File: src/rtl/pwm_gen.sv
// Free-running N-bit PWM generator: period of 2^WIDTH clocks, duty sampled at
// count==0 so a width change never glitches the period in progress.
module pwm_gen #(
   parameter int WIDTH = 8
) (
   input  logic             clk,
   input  logic             rst,
   input  logic             en,
   input  logic [WIDTH-1:0] width,
   output logic             pwm,
   output logic             period_start
);

   logic [WIDTH-1:0] count_q, count_d;
   logic [WIDTH-1:0] duty_q, duty_d;
   logic             pwm_q, pwm_d;
   logic             ps_q, ps_d;

   always_comb begin
      count_d = count_q;
      duty_d  = duty_q;
      pwm_d   = pwm_q;
      ps_d    = 1'b0;
      if (en) begin
         count_d = count_q + 1'b1;
         ps_d    = (count_q == '0);
         if (count_q == '0) begin
            // First slot of the period uses the live width so width=0 never pulses.
            duty_d = width;
            pwm_d  = (width != '0);
         end else begin
            pwm_d  = (count_q < duty_q);
         end
      end
   end

   always_ff @(posedge clk) begin
      if (rst) begin
         count_q <= '0;
         duty_q  <= '0;
         pwm_q   <= 1'b0;
         ps_q    <= 1'b0;
      end else begin
         count_q <= count_d;
         duty_q  <= duty_d;
         pwm_q   <= pwm_d;
         ps_q    <= ps_d;
      end
   end

   assign pwm          = pwm_q;
   assign period_start = ps_q;

endmodule

File: config.mk
export PLATFORM = sky130hd
export DESIGN_NAME = pwm_gen
export DESIGN_NICKNAME = d
export VERILOG_FILES = /design/src/rtl/pwm_gen.sv
export SDC_FILE = /design/constraint.sdc
export NUM_CORES = 1
export LEC_CHECK = 0
export ABC_AREA = 1
export ABC_CLOCK_PERIOD_IN_PS = 3800
export CAP_MARGIN = 20
export CORE_MARGIN = 4
export CORE_UTILIZATION = 50
export CTS_CLUSTER_SIZE = 20
export DETAILED_ROUTE_END_ITERATION = 6
export PLACE_DENSITY_LB_ADDON = 0.05
export SLEW_MARGIN = 20
export SYNTH_ARGS = -nofsm -noshare
export SYNTH_HDL_FRONTEND = slang
export SYNTH_SLANG_ARGS = --single-unit
File: constraint.sdc
create_clock -name clk -period 3.8 [get_ports clk]
set_clock_uncertainty 0.05 [all_clocks]
set_input_delay 1.14 -clock clk [delete_from_list [all_inputs] [get_ports clk]]
set_output_delay 1.14 -clock clk [all_outputs]
set_load 0.05 [all_outputs]
After elaboration in Yosys (flattened, before gate mapping) --
Cells that the tools add are included.
Operators by class: add/sub/neg operators 1, multipliers 0, divide/modulo/power cells 0, order comparisons 1, equal/unequal tests 0, shift operators 0, muxes and demuxes 1, bitwise gates (word level) 1, reductions and logical operators 4
Operators by type and width (count):
- $add A8 B1 Y8 const B | 1
- $logic_not A8 Y1 | 1
- $lt A8 B8 Y1 | 1
- $reduce_bool A8 Y1 | 1
- $reduce_and A2 Y1 | 1
- $reduce_or A2 Y1 | 1
- $mux W1 | 1
- $not A1 Y1 | 1
Word-level totals: register bits after elaboration 18, latch bits 0, RAM bits 0, ROM bits 0, bits of input ports 11, output and inout bits 2, memories 0

Longest topological paths before layout --
word-level depth 2, mapped depth 9, gate-level depth less buffers 9

Least setup slack after synthesis --
Ideal clock, no wire load.
path type reg2out, start point register pwm_q, in the netlist pwm, end point output pwm, data arrival time 603 ps, required time 2610 ps, path slack 2007 ps, cell stages (with the launch flop) 1, cells stage by stage dfxtp_1
RTL lines:
- from (decl) | RTL line 16 | logic pwm_q, pwm_d;
- from (signal assigned) | RTL line 46 | pwm_q <= pwm_d;
- to (decl) | RTL line 10 | output logic pwm,
No word-level cell between the ends.

Final worst setup path --
start point register pwm_q, in the netlist pwm, end point output pwm
No word-level cell between the ends.

==> results.md <==
* Outcome: complete, no violations
* YS warnings at 0
* Mapped cell area at slightly below 0.001 sq mm
* Ys flop type: dfxtp_1
* Xor/xnor share of the synthesized area at 0%
* Max clock buf depth at 2
* Chip width at about 52 microns
* WL/cell at 10.6 microns
* Total die area at about 0.0027 sq mm
* Skew-Pair Late Insertion Delay at 300 ps
* Cell taking the most area after synthesis: dfxtp_1
* GRT overflow at 0
* Buf/Inv on CP at 1
* Ports at 13
* Power Dens Cells at 352 mW/mm^2
* Mapped Nets at approximately 160
* Hold Fails Final Rpt at 0
* Routed Antenna Nets at 0
* DR iter-0 viols at 13
* CTS Sinks at 18
* Post-DP HPWL at 1470 microns
* Slew Limit Headroom at roughly two thirds
* Tcrit/Tclk final at between 60 and 70%
* P_leak at between 0.5 and 0.6 nW
* Layout filler cell count at between 150 and 200
* Diode count at 0
* Maxcap violations at 0
* Crit-path slowest cell: clkdlybuf4s50_1
* CP required at 2610 ps
* Setup TNS at 0 ps
* Final wirelength at approximately 1800 microns
* CP Launch Type: flop
* Fin crit period at roughly 2600 ps
* Placed standard-cell area at between 0.001 and 0.0015 sq mm
* Initial DRT Pass Iterations at 2
* Setup CP Type: flop to output port
* Max Slew Vio Count at 0
* Area grow syn2layout at 17.5%
* Initial antenna violation count at 0
* Critical path's largest stage delay at around 800 ps
* RSZ-0062 raised after global routing: false
* CORE AREA at 0.00180 sq mm
* CTS tree: yes
* Compound-Gate Fraction of Synth Area at 15.7%
* Post-synthesis instance total at 135
* Post-synthesis mux area share at 0%
* Distinct cell type count after synthesis at 21
* Largest net degree at the start of global routing at 19
* CTS buffer count at 3
* First-pass GRT wire length at roughly 3100 microns
* Yosys reg bits at 18
* CTS hold repair buffers at 0
* Top cells by area, synth: dfxtp_1, ha_1, nand2_1, a21oi_1, inv_1
* Root buffer cell: clkbuf_4
* Simple-Gate Fraction of Synth Area at roughly a quarter
* Crit path max fanout at 2
* Adder-cell share of the synthesized area at between 10% and 20%
* Top-count cell post-synth: nand2_1
* Layout cells sized above 1 at around 14%
* Via density at roughly 4.9
* Critical path arrival at approximately 1500 ps
* Drt drc at 0
* Cell family with most CP delay: buffers and inverters
* Initial Utilization at a little over half
* PostCTS Resize Cnt at 0
* Clk pin slew, worst setup/hold paths at 110 ps
* IO buf count at 12
* Post-synth EDFFs at 0
* Number of global-route vias before repair at approximately 760
* Hold WS at 412 ps
* Finished Cell Area at around 0.0012 sq mm
* Max Freq at 0.379 GHz
* Slew @ Worst Pin at a little under 500 ps
* Post-synth ARST share at 0%
* Vias at between 800 and 900
* FP Rows at 15
* H-tree depth at 1
* Tot GR Track Use at about 15%
* Die Span Y at between 50 and 60 microns
* Worst path cell trace: clkdlybuf4s50_1
* Max rail drop VDD at around 190 uV
* Worst Setup End Kind: output port
* Gpl congestion at ~0.70
* Largest family of logic cells by synthesized area: simple AND/OR/NAND/NOR gates
* Final setup fails at 0
* Commonest cells post-synth: nand2_1, dfxtp_1, inv_1, a21oi_1, nor2_1
* Hold Path Class: flop to flop
* Avg Synthesized Cell Area at ~7.3 sq um
* Post-CTS Setup Bufs at 0
* Synth top area share at 36.5%
* Nets at 170
* Sequential area share after synthesis at 36.5%
[flip-flops by register name, summed over array words and instances (netlist names)]
signal	flops
pwm	1
period_start	1
count_q	8
duty_q	8
[layer usage]
layer	global-route usage [%]	up-vias	share of wire, %
li1	-	455	-
met1	17.8	385	48
met2	26.9	13	46
met3	2.56	4	4.2
met4	7.66	0	1.4
met5	0	-	0
[cells in the final DEF (no fill, tap or decap)]
| cell | count |
|---|---|
| nor3_1 | 4 |
| nand3_2 | 3 |
| clkinv_1 | 1 |
| inv_1 | 17 |
| and3b_1 | 1 |
| nand2_2 | 1 |
| o21a_1 | 1 |
| nand2_1 | 24 |
| clkbuf_8 | 1 |
| inv_2 | 6 |
| nor2_1 | 15 |
| clkbuf_4 | 3 |
| clkdlybuf4s50_1 | 12 |
| a21oi_2 | 1 |
| nor2_2 | 4 |
| a21oi_1 | 16 |
| ha_1 | 9 |
| dfxtp_1 | 18 |
| o21ai_2 | 1 |
| o21ai_1 | 2 |
| o21ai_0 | 8 |
| nor3_4 | 1 |
[path summary, 6_finish.rpt]
kind	from	to	slack (ps)	depth (start not counted)
setup / recovery	pwm$_SDFFE_PP0P_	pwm	1160	1
setup reg to reg	count_q[1]$_SDFFE_PP0P_	pwm$_SDFFE_PP0P_	2170	8
hold / removal	duty_q[0]$_SDFFE_PP0P_	duty_q[0]$_SDFFE_PP0P_	410	2
hold reg to reg	duty_q[0]$_SDFFE_PP0P_	duty_q[0]$_SDFFE_PP0P_	410	2
[cell type report]
cell class	count	area (sq um)	area share [%]
Clock buffer	4	36.3	3.13
Inverter	24	90.1	7.78
Multi-Input combinational cell	91	520	44.9
Sequential cell	18	360	31.1
Tap cell	25	31.3	2.70
Timing Repair Buffer	12	120	10.4
[kinds of logic after synthesis]
| logic type | count (synthesis) |
|---|---|
| compound gates | 29 |
| fa+ha+maj | 9 |
| buf+inv | 26 |
| flops | 18 |
| simple gates | 53 |
[power breakdown]
part / total (W) / switching, W / internal, W / leakage (nW)
Combinational: 0.0000803 / 0.0000474 / 0.0000329 / 0.346
Sequential: 0.000206 / 0.00000489 / 0.000201 / 0.148
Clock: 0.000122 / 0.0000635 / 0.0000584 / 0.0210
[metrics by stage]
step	power (W)	utilization [%]	std cells	setup WS, ps
6_report	0.000408	64.3	174	1160
5_1_grt	0.000429	64.3	174	1110
4_1_cts	0.000413	64.3	174	1150
3_5_place_dp	0.000292	62.3	170	1200
3_3_place_gp	0.000289	62.3	170	1230
2_1_floorplan	0.000266	-	135	2010
Power figures use the tool's default switching activity.
